**src/rtl/mem_port_arbiter.sv**
```systemverilog
// mem_port_arbiter: shares one single-ported memory between instruction fetch (IF)
// and the load/store unit (LS). Each transfer takes one arbitration edge plus
// WAIT_CYCLES access cycles; LS has priority over IF.
// Optional feature macro: ARB_STARVE_GUARD_EN -- when defined, a streak counter
// bounds how many LS grants in a row may be made while fetch is waiting.
//
//   state  | meaning
//   IDLE   | no access in flight, arbitrate on every edge
//   ACCESS | memory enabled for WAIT_CYCLES cycles, cnt counts down to 0
module mem_port_arbiter #(
  parameter int ADDR_W        = 32,
  parameter int DATA_W        = 32,
  parameter int WAIT_CYCLES   = 1,
  parameter int MAX_LS_STREAK = 4
) (
  input  logic              clk,
  input  logic              reset,
  input  logic              if_req,
  input  logic [ADDR_W-1:0] if_addr,
  output logic              if_gnt,
  output logic [DATA_W-1:0] if_rdata,
  output logic              if_valid,
  input  logic              ls_req,
  input  logic              ls_we,
  input  logic [ADDR_W-1:0] ls_addr,
  input  logic [DATA_W-1:0] ls_wdata,
  output logic              ls_gnt,
  output logic [DATA_W-1:0] ls_rdata,
  output logic              ls_valid,
  output logic              mem_en,
  output logic              mem_we,
  output logic [ADDR_W-1:0] mem_addr,
  output logic [DATA_W-1:0] mem_wdata,
  input  logic [DATA_W-1:0] mem_rdata,
  output logic              busy
);

  localparam int CNT_W = (WAIT_CYCLES > 1) ? $clog2(WAIT_CYCLES) : 1;

  typedef enum logic {
    IDLE   = 1'b0,
    ACCESS = 1'b1
  } state_t;

  state_t           state;
  logic [CNT_W-1:0] cnt;
  logic             sel_if;
  logic             pick_if;

  // Reject parameter values the access sequencing cannot support.
  if (WAIT_CYCLES < 1 || MAX_LS_STREAK < 1) begin : g_param_check
    $error("mem_port_arbiter: WAIT_CYCLES and MAX_LS_STREAK must be >= 1");
  end

`ifdef ARB_STARVE_GUARD_EN
  localparam int SW = $clog2(MAX_LS_STREAK + 1);

  logic [SW-1:0] streak;

  // IF wins when LS is idle, or when LS has already won MAX_LS_STREAK times in a row.
  always_comb begin
    pick_if = if_req && (!ls_req || (streak == SW'(MAX_LS_STREAK)));
  end

  // Count LS grants that made fetch wait; any grant that did not starve IF restarts it.
  always_ff @(posedge clk) begin
    if (reset) begin
      streak <= '0;
    end else if (state == IDLE && (if_req || ls_req)) begin
      if (pick_if || !if_req) begin
        streak <= '0;
      end else begin
        streak <= streak + 1'b1;
      end
    end
  end
`else
  // Strict priority: fetch only wins when load/store is not requesting.
  always_comb begin
    pick_if = !ls_req;
  end
`endif

  // Arbitration, access sequencing and all registered outputs.
  always_ff @(posedge clk) begin
    if (reset) begin
      state     <= IDLE;
      cnt       <= '0;
      sel_if    <= 1'b0;
      if_gnt    <= 1'b0;
      if_rdata  <= '0;
      if_valid  <= 1'b0;
      ls_gnt    <= 1'b0;
      ls_rdata  <= '0;
      ls_valid  <= 1'b0;
      mem_en    <= 1'b0;
      mem_we    <= 1'b0;
      mem_addr  <= '0;
      mem_wdata <= '0;
      busy      <= 1'b0;
    end else begin
      if_gnt   <= 1'b0;
      ls_gnt   <= 1'b0;
      if_valid <= 1'b0;
      ls_valid <= 1'b0;
      case (state)
        IDLE: begin
          if (if_req || ls_req) begin
            state     <= ACCESS;
            cnt       <= CNT_W'(WAIT_CYCLES - 1);
            sel_if    <= pick_if;
            if_gnt    <= pick_if;
            ls_gnt    <= !pick_if;
            mem_en    <= 1'b1;
            mem_we    <= !pick_if && ls_we;
            mem_addr  <= pick_if ? if_addr : ls_addr;
            mem_wdata <= pick_if ? '0 : ls_wdata;
            busy      <= 1'b1;
          end
        end
        ACCESS: begin
          if (cnt == '0) begin
            state  <= IDLE;
            mem_en <= 1'b0;
            mem_we <= 1'b0;
            busy   <= 1'b0;
            if (sel_if) begin
              if_valid <= 1'b1;
              if_rdata <= mem_rdata;
            end else begin
              ls_valid <= 1'b1;
              // Stores only acknowledge; the last load data stays visible.
              if (!mem_we) begin
                ls_rdata <= mem_rdata;
              end
            end
          end else begin
            cnt <= cnt - 1'b1;
          end
        end
        default: begin
          state <= IDLE;
        end
      endcase
    end
  end

endmodule

```
**config.mk**
```make
export PLATFORM = sky130hd
export DESIGN_NAME = mem_port_arbiter
export DESIGN_NICKNAME = d
export VERILOG_FILES = /design/src/rtl/mem_port_arbiter.sv
export SDC_FILE = /design/constraint.sdc
export NUM_CORES = 1
export LEC_CHECK = 0
export CORE_AREA = 2 2 121 123
export DETAILED_ROUTE_END_ITERATION = 10
export DIE_AREA = 0 0 123 125
export PLACE_DENSITY = 0.8
export SETUP_SLACK_MARGIN = 0.05
export SYNTH_ARGS = -nofsm -noshare
export SYNTH_HDL_FRONTEND = slang
export SYNTH_SLANG_ARGS = --single-unit
```
**constraint.sdc**
```tcl
create_clock -name clk -period 1.8 [get_ports clk]
set_clock_uncertainty 0.2 [all_clocks]
set_input_delay 0.54 -clock clk [delete_from_list [all_inputs] [get_ports clk]]
set_output_delay 0.54 -clock clk [all_outputs]
set_load 0.1 [all_outputs]
```
==> flow_summary_export.csv, run 1 <==
group,metric,value,unit
timing,slew_headroom,0.7274,
synth,yosys_most_used_dff,"dfxtp_1",
timing,rsz0062_at_grt,"no",
clocking,cts-root-buf,"clkbuf_16",
worst_setup_path,cp_top_family,"flip-flops",
worst_setup_path,r2r_start,"state",
clocking,clock_latency,0.40,ns
route,first_iter_violations,335,
synth,synth_cells,534,
clocking,clkSinkCount,136,
synth,yosys.area.top_type,"dfxtp_1",
floorplan,die_w,123,microns
final_layout,drive_gt1_frac,0.4762,
timing,finalHoldViolCount,0,
place,placed_area,10110,sq um
worst_setup_path,cp-startpoint,"mem_addr[10]",
synth,synth_top_area_frac,0.4659,
floorplan,die_y,125,microns
final_layout,antenna_cells,0,
clocking,post_cts_buffers,0,
synth,synth_edf_count,0,
worst_setup_path,path_max_fanout,2,
synth,synth_nets,667,
worst_hold_path,hold_path.class,"reg -> reg",
timing,fin_crit,1.721,ns
floorplan,row_count,44,
final_layout,final_cell_area,10880,sq um
clocking,clock_path_buffers,2,
grt,grt_use_total,0.2406,
floorplan,die-area,15380,sq um
grt,overflow,0,
clocking,cts_buffers,17,
worst_setup_path,cp-start-kind,"register",
place,gp_congestion,0.8048,
worst_setup_path,slowest_stage,"dfxtp_1",
grt,grt_pass1_wl,28740,microns
worst_setup_path,endpoint_kind,"output port",
final_layout,syn_to_final_growth,86.17,%
worst_setup_path,worstSetupPathType,"reg -> out",
clocking,htree_levels,4,
route,drc,0,
power,ir_drop,570.5,uV
clocking,cts_resized,24,
synth,yosysUniqueCellTypes,26,
worst_setup_path,cp_num_buf_inv,1,
synth,synth_area_leaders,"dfxtp_1, mux2i_1, nand2b_1, o32ai_2, a21bo_2",
clocking,postCtsHoldBufs,0,
timing,tightest_slew,0.4089,ns
route,vias_per_cell,5.184,
clocking,path_clk_slew,0.06,ns
synth,async_reset_ff_frac,0,
timing,fin_crit_sh,0.9564,
clocking,cts_tree,"done",
timing,drv_slew,0,
grt,grt_pass1_vias,5415,
synth,synth-seq-cells,136,
power,pwr_density_cell,917.8,nW/um^2
timing,setup_viol,0,
power,p_total,0.009986,W
synth,synth_seq_area_share,0.4659,
grt,grt_max_degree,65,
worst_setup_path,crit_chain,"buf_12",
grt,antenna_found_initial,0,
route,wire_per_inst,18.91,microns
worst_setup_path,critPathArrivalTime,0.98,ns
worst_hold_path,min_from,"ls_rdata[11]",
synth,yosysMostFrequentCell,"dfxtp_1",
route,via_count,5091,
floorplan,start_util,0.4115,
place,place_hpwl,13190,microns
route,drtAntennaViolNets,0,
floorplan,core,14200,sq um
power,leakagePower,4.113,nW
final_layout,nets,919,
worst_setup_path,required,1.06,ns
synth,synth_warnings,0,
worst_setup_path,max_stage_delay,0.38,ns
status,run_status,"finished clean",
route,first_pass_iters,5,
floorplan,ios,268,
synth,netlist_top_cells_count,"dfxtp_1, nand2b_1, mux2i_1",
place,port-buffer-count,267,
route,drt_wl_total,18570,microns
synth,synth_area,5844,sq um
synth,syn-mean-instance-area,10.94,sq um
timing,fmaxAchievable,0.5809,GHz
job,cap_violations,0,
## sequential cells by signal (all words and copies together) (netlist names), 32 cells and up
signal	cells
mem_addr	32
if_rdata	32
ls_rdata	32
mem_wdata	32
## cells by family after synthesis
logic type | share of synthesized area
flops | 0.4659
simple gates | 0.1432
buf+inv | 0.05759
compound gates | 0.2237
mux | 0.1096
## layout by cell type (no fill, tap or decap), drive strengths merged
cell | netlist | layout
inv | 3 | 4
nor3b | 2 | 2
a21oi | 33 | 33
or2 | 1 | 1
buf | 38 | 161
nor3 | 4 | 4
nand2 | 1 | 1
clkinv | 0 | 3
dfxtp | 136 | 136
clkdlybuf4s50 | 0 | 130
a32o | 32 | 32
nor2 | 3 | 3
o21ba | 1 | 1
nand3 | 32 | 32
o21bai | 1 | 1
nand2b | 97 | 97
o32ai | 32 | 32
bufinv | 0 | 3
clkinvlp | 0 | 3
a221oi | 1 | 1
a21bo | 32 | 32
or3b | 1 | 1
clkbuf | 20 | 21
mux2i | 64 | 64
## routing by layer
| metal | GRT usage | share of wire |
|---|---|---|
| met3 | 0.08029 | 0.075 |
| met2 | 0.4296 | 0.54 |
| met4 | 0.09024 | 0.024 |
| met5 | 0 | 0 |
| met1 | 0.2600 | 0.36 |
## through the flow
step / worst slack (ns) / hold slack, ns / instances / setup TNS (ns) / utilization
final: 0.07855 / 0.2917 / 982 / 0 / 0.7660
after detailed placement: -0.2991 / 0.3017 / 951 / -17.06 / 0.7119
after global placement: -0.2549 / 0.2945 / 951 / -15.06 / 0.7119
after floorplan: 0.02756 / 0.4594 / 534 / 0 / -
after CTS: 0.05031 / 0.3097 / 982 / 0 / 0.7573
after global routing: 0.05101 / 0.2998 / 982 / 0 / 0.7660
## worst paths after layout
kind	cells after the start	end	slack (ns)
max	1	mem_addr[10]	0.08
min	2	ls_rdata[11]	0.29
max reg2reg	3	ls_rdata[19]	0.24
min reg2reg	2	ls_rdata[11]	0.29
## area by class of cell
type | count | area, sq um
clock buffers | 21 | 470.5
clock inverters | 10 | 143.9
fillers | 865 | 3323
inverters | 3 | 11.26
multi-input cells | 337 | 2808
flip-flops and latches | 136 | 2883
well taps | 184 | 230.2
repair buffers | 291 | 4334
## power breakdown
group	switching [W]	leakage (nW)	internal [W]
sequential	0.000198	1.16	0.00322
combinational	0.00178	2.66	0.00122
clock	0.00128	0.292	0.00229
Note: power is estimated with default switching activity, not from simulation.
==> run 2, diff against run 1 <==
--- a/config.mk
+++ b/config.mk
@@ -5,10 +5,11 @@
 export SDC_FILE = /design/constraint.sdc
 export NUM_CORES = 1
 export LEC_CHECK = 0
+export ABC_CLOCK_PERIOD_IN_PS = 1800
 export CORE_AREA = 2 2 121 123
 export DETAILED_ROUTE_END_ITERATION = 10
 export DIE_AREA = 0 0 123 125
-export PLACE_DENSITY = 0.8
+export PLACE_DENSITY = 0.81
 export SETUP_SLACK_MARGIN = 0.05
 export SYNTH_ARGS = -nofsm -noshare
 export SYNTH_HDL_FRONTEND = slang
==> run 2 against run 1 <==
- die area unchanged
- flip-flop and latch count is the same
- routed wire length shrank 1.0%
- setup slack about the same
- register-to-register slack better by 0.09 ns
==> flow_summary_export.csv, run 2 (synthesized netlist as in run 1, its figures left out) <==
group,metric,value,unit
status,run_status,"finished clean",
timing,slew_headroom,0.7601,
route,first_iter_violations,282,
timing,drv_slew,0,
final_layout,syn_to_final_growth,85.33,%
worst_setup_path,cp-start-kind,"register",
floorplan,die-area,15380,sq um
route,vias_per_cell,5.242,
route,wire_per_inst,18.83,microns
route,first_pass_iters,4,
clocking,cts-root-buf,"clkbuf_16",
clocking,clock_path_buffers,2,
grt,overflow,0,
job,cap_violations,0,
final_layout,regArea,2875,sq um
power,pwr_density_cell,915.6,nW/um^2
timing,finalWorstSetupSlack,0.07817,ns
worst_setup_path,r2r_start,"state",
worst_setup_path,crit_chain,"buf_12",
timing,fin_crit_sh,0.9566,
place,gp_congestion,0.7689,
final_layout,mostFrequentLayoutCells,"buf_12, clkdlybuf4s50_1, dfxtp_2, nand2b_1, mux2i_1",
final_layout,multi_input_area,2808,sq um
worst_setup_path,required,1.06,ns
timing,tightest_slew,0.3599,ns
timing,finalHoldViolCount,0,
worst_setup_path,cp_num_buf_inv,1,
final_layout,fin_cells,976,
worst_setup_path,endpoint_kind,"output port",
grt,grt_max_degree,82,
grt,grt_pass1_wl,28350,microns
worst_setup_path,worstSetupPathType,"reg -> out",
clocking,path_clk_slew,0.05,ns
worst_setup_path,slowest_stage,"dfxtp_1",
floorplan,core,14200,sq um
floorplan,ios,268,
route,drtAntennaViolNets,0,
worst_setup_path,path_max_fanout,2,
place,port-buffer-count,267,
worst_hold_path,hold_path.class,"reg -> reg",
timing,final.setup.tns,0,ns
power,ir_drop,890.2,uV
place,dp.cells,946,
route,drt_wl_total,18380,microns
final_layout,layout_commonest_cell,"buf_12",
grt,grt_pass1_vias,5346,
clocking,cts_tree,"done",
floorplan,row_count,44,
worst_setup_path,cp-startpoint,"ls_rdata[5]",
final_layout,drive_gt1_frac,0.4659,
route,drc,0,
timing,fmaxAchievable,0.5808,GHz
clocking,post_cts_buffers,0,
final_layout,antenna_cells,0,
floorplan,die_w,123,microns
clocking,htree_levels,4,
route,via_count,5116,
clocking,clkSinkCount,136,
worst_setup_path,critPathArrivalTime,0.98,ns
worst_setup_path,cp_top_family,"flip-flops",
floorplan,die_y,125,microns
floorplan,start_util,0.4115,
place,place_hpwl,13040,microns
timing,rsz0062_at_grt,"no",
grt,grt_use_total,0.2374,
place,dp_worst_setup_slack,-0.3311,ns
timing,fin_crit,1.722,ns
worst_hold_path,min_from,"ls_rdata[26]",
clocking,clock_latency,0.41,ns
worst_setup_path,max_stage_delay,0.38,ns
final_layout,nFillCells,846,
timing,setup_viol,0,
power,leakagePower,4.104,nW
clocking,cts_buffers,17,
final_layout,nets,914,
grt,antenna_found_initial,0,
## run 2: layout make-up
cell class	count	area share
inverters	3	0.001040
clock inverters	8	0.01120
multi-input cells	337	0.2592
clock buffers	22	0.04378
flip-flops and latches	136	0.2655
well taps	184	0.02125
repair buffers	286	0.3981
## run 2: worst min-delay path, cell delays in order (launching register included)
cell and delay, ns:
dfxtp_2 0.33, nand2b_1 0.06, mux2i_1 0.05
## run 2: repair_timing
item                                    CTS  global route
endpoints found under the setup margin   49            71
endpoints found under the hold margin     0             0
hold buffers                              0             0
resized for setup                        48            70
cloned                                    0             0
## run 2: routing by layer
| metal | track usage | wire (microns) |
|---|---|---|
| met5 | 0 | 0 |
| met4 | 0.08623 | 376 |
| met3 | 0.08166 | 1576 |
| met2 | 0.4238 | 9594 |
| met1 | 0.2565 | 6828 |
## run 2: worst paths after layout
path / slack [ns] / end / depth (start not counted)
hold reg to reg: 0.29 / ls_rdata[26] / 2
hold / removal: 0.29 / ls_rdata[26] / 2
setup / recovery: 0.08 / ls_rdata[5] / 1
setup reg to reg: 0.33 / mem_addr[0] / 3
## run 2: metrics by stage
step	hold WS [ns]	cell area, sq um	utilization	total power [W]
after floorplan	0.4594	5847	-	0.005146
after global placement	0.2948	10090	0.7101	0.006376
after detailed placement	0.3010	10090	0.7101	0.006431
after CTS	0.2997	10740	0.7563	0.009960
after global routing	0.3128	10830	0.7626	0.01022
final	0.2854	10830	0.7626	0.009918
## run 2: power by group
group	leakage, nW	internal [W]	total (W)	switching (W)
clock network	0.292	0.00227	0.00351	0.00124
logic	2.65	0.00122	0.00299	0.00178
registers	1.16	0.00322	0.00342	0.000194
==> run 3, diff against run 2 <==
--- a/config.mk
+++ b/config.mk
@@ -5,12 +5,11 @@
 export SDC_FILE = /design/constraint.sdc
 export NUM_CORES = 1
 export LEC_CHECK = 0
-export ABC_CLOCK_PERIOD_IN_PS = 1800
 export CORE_AREA = 2 2 121 123
+export CTS_CLUSTER_SIZE = 16
 export DETAILED_ROUTE_END_ITERATION = 10
 export DIE_AREA = 0 0 123 125
 export PLACE_DENSITY = 0.81
-export SETUP_SLACK_MARGIN = 0.05
 export SYNTH_ARGS = -nofsm -noshare
 export SYNTH_HDL_FRONTEND = slang
 export SYNTH_SLANG_ARGS = --single-unit
==> run 3 against run 2 <==
- routed wire length down 1.4%
- sequential share of layout area fell by 1.0 points
- clock-buffer cell count unchanged
- clock power about the same
- first-iteration DRC count rose by 8.5%
- cell area shrank 1.4%
- total power down 0.59%
- critical path depth stayed put
- critical endpoint is now mem_wdata[22]
- highest routed layer unchanged
==> flow_summary_export.csv, run 3 (synthesized netlist as in run 1, its figures left out) <==
group,metric,value,unit
status,run_status,"finished clean",
route,drt_wl_total,18120,microns
clocking,post_cts_buffers,0,
final_layout,drive_gt1_frac,0.3194,
final_layout,nets,914,
grt,grt_use_total,0.2368,
route,drc,0,
floorplan,start_util,0.4115,
clocking,cts_buffers,17,
timing,slew_headroom,0.7574,
timing,rsz0062_at_grt,"no",
worst_setup_path,endpoint_kind,"output port",
timing,finalHoldViolCount,0,
worst_setup_path,cp_top_family,"flip-flops",
final_layout,syn_to_final_growth,82.77,%
worst_setup_path,worstSetupPathType,"reg -> out",
worst_setup_path,cp_num_buf_inv,1,
grt,antenna_found_initial,0,
power,clkPwrFrac,0.354,
final_layout,mostFrequentLayoutCells,"buf_12, dfxtp_1, clkdlybuf4s50_1, nand2b_1, mux2i_1",
clocking,path_clk_slew,0.06,ns
grt,grt_pass1_vias,5340,
timing,fmaxAchievable,0.5685,GHz
timing,drv_slew,0,
worst_setup_path,crit_chain,"buf_12",
floorplan,ios,268,
worst_setup_path,cp-start-kind,"register",
clocking,clock_path_buffers,2,
floorplan,core,14200,sq um
floorplan,die_w,123,microns
power,pwr-share-comb,0.303,
final_layout,final_util,0.7520,
clocking,htree_levels,4,
power,switchingPower,0.003193,W
power,pwr_density_cell,923.0,nW/um^2
worst_setup_path,required,1.06,ns
route,vias_per_cell,5.197,
clocking,clkSinkCount,136,
power,leakagePower,4.046,nW
route,drtAntennaViolNets,0,
clocking,cts_resized,0,
floorplan,die_y,125,microns
worst_hold_path,hold_path.class,"reg -> reg",
clocking,cts_tree,"done",
final_layout,antenna_cells,0,
final_layout,fin_cells,976,
power,p_int,0.006666,W
floorplan,die-area,15380,sq um
worst_setup_path,critPathArrivalTime,1.02,ns
place,dp.cells,946,
worst_setup_path,path_max_fanout,2,
grt,grt_pass1_wl,28350,microns
place,place_hpwl,13040,microns
worst_setup_path,max_stage_delay,0.41,ns
route,first_iter_violations,306,
grt,grt_max_degree,82,
route,via_count,5072,
floorplan,row_count,44,
clocking,cts-root-buf,"clkbuf_16",
clocking,clock_latency,0.41,ns
grt,overflow,0,
clocking,postCtsHoldBufs,0,
power,p_seq_frac,0.343,
route,wire_per_inst,18.56,microns
final_layout,layout_commonest_cell,"buf_12",
place,gp_congestion,0.7689,
timing,fin_crit_sh,0.9772,
place,port-buffer-count,267,
timing,fin_crit,1.759,ns
timing,setup_viol,0,
job,cap_violations,0,
power,swShare,0.3239,
timing,tightest_slew,0.3639,ns
worst_setup_path,slowest_stage,"dfxtp_1",
power,ir_drop,871.8,uV
route,first_pass_iters,4,
==> run 3: cell types whose count changed in the layout (fill, tap and decap cells not counted), sizes merged <==
cell and change:
clkdlybuf4s50 +1, dlymetal6s2s -1
==> run 3: per-stage QoR <==
stage          TNS [ns]  power, W  area, sq um  setup slack, ns  hold WS [ns]
2_1_floorplan         0  0.005146         5847          0.02756        0.4594
3_3_place_gp     -14.71  0.006376        10090          -0.2412        0.2948
3_5_place_dp     -17.62  0.006431        10090          -0.3311        0.3010
4_1_cts               0  0.009941        10680          0.01478        0.3103
5_1_grt               0   0.01017        10680        0.0004938        0.3362
6_report              0  0.009859        10680          0.04104        0.3040
==> run 3: worst paths after layout <==
path	from	slack, ns	endpoint	cells past startpoint
worst min register to register	ls_rdata[26]	0.30	ls_rdata[26]	2
worst max-delay path	mem_wdata[22]	0.04	mem_wdata[22]	1
worst min-delay path	ls_rdata[26]	0.30	ls_rdata[26]	2
worst max register to register	state	0.33	mem_wdata[4]	4
==> run 3: final cells by class <==
class                           count  area (sq um)
Timing Repair Buffer              286          4309
Clock buffer                       22         474.2
Tap cell                          184         230.2
Multi-Input combinational cell    337          2808
Clock inverter                      8         121.4
Sequential cell                   136          2728
Fill cell                         882          3522
Inverter                            3         11.26
==> run 3: metal layers <==
metal | up-vias | share of wire | global-route usage
met2 | 197 | 0.52 | 0.4212
met5 | - | 0 | 0
li1 | 2429 | - | -
met3 | 30 | 0.084 | 0.08166
met1 | 2416 | 0.38 | 0.2561
met4 | 0 | 0.022 | 0.08824
==> run 3: power groups by stage <==
stage / Combinational, W / Clock [W] / Sequential, W
floorplan: 0.000601 / 0 / 0.00455
global placement: 0.00294 / 0 / 0.00343
detailed placement: 0.00298 / 0 / 0.00345
CTS: 0.00300 / 0.00356 / 0.00339
global route: 0.00308 / 0.00369 / 0.00340
finish: 0.00298 / 0.00349 / 0.00338
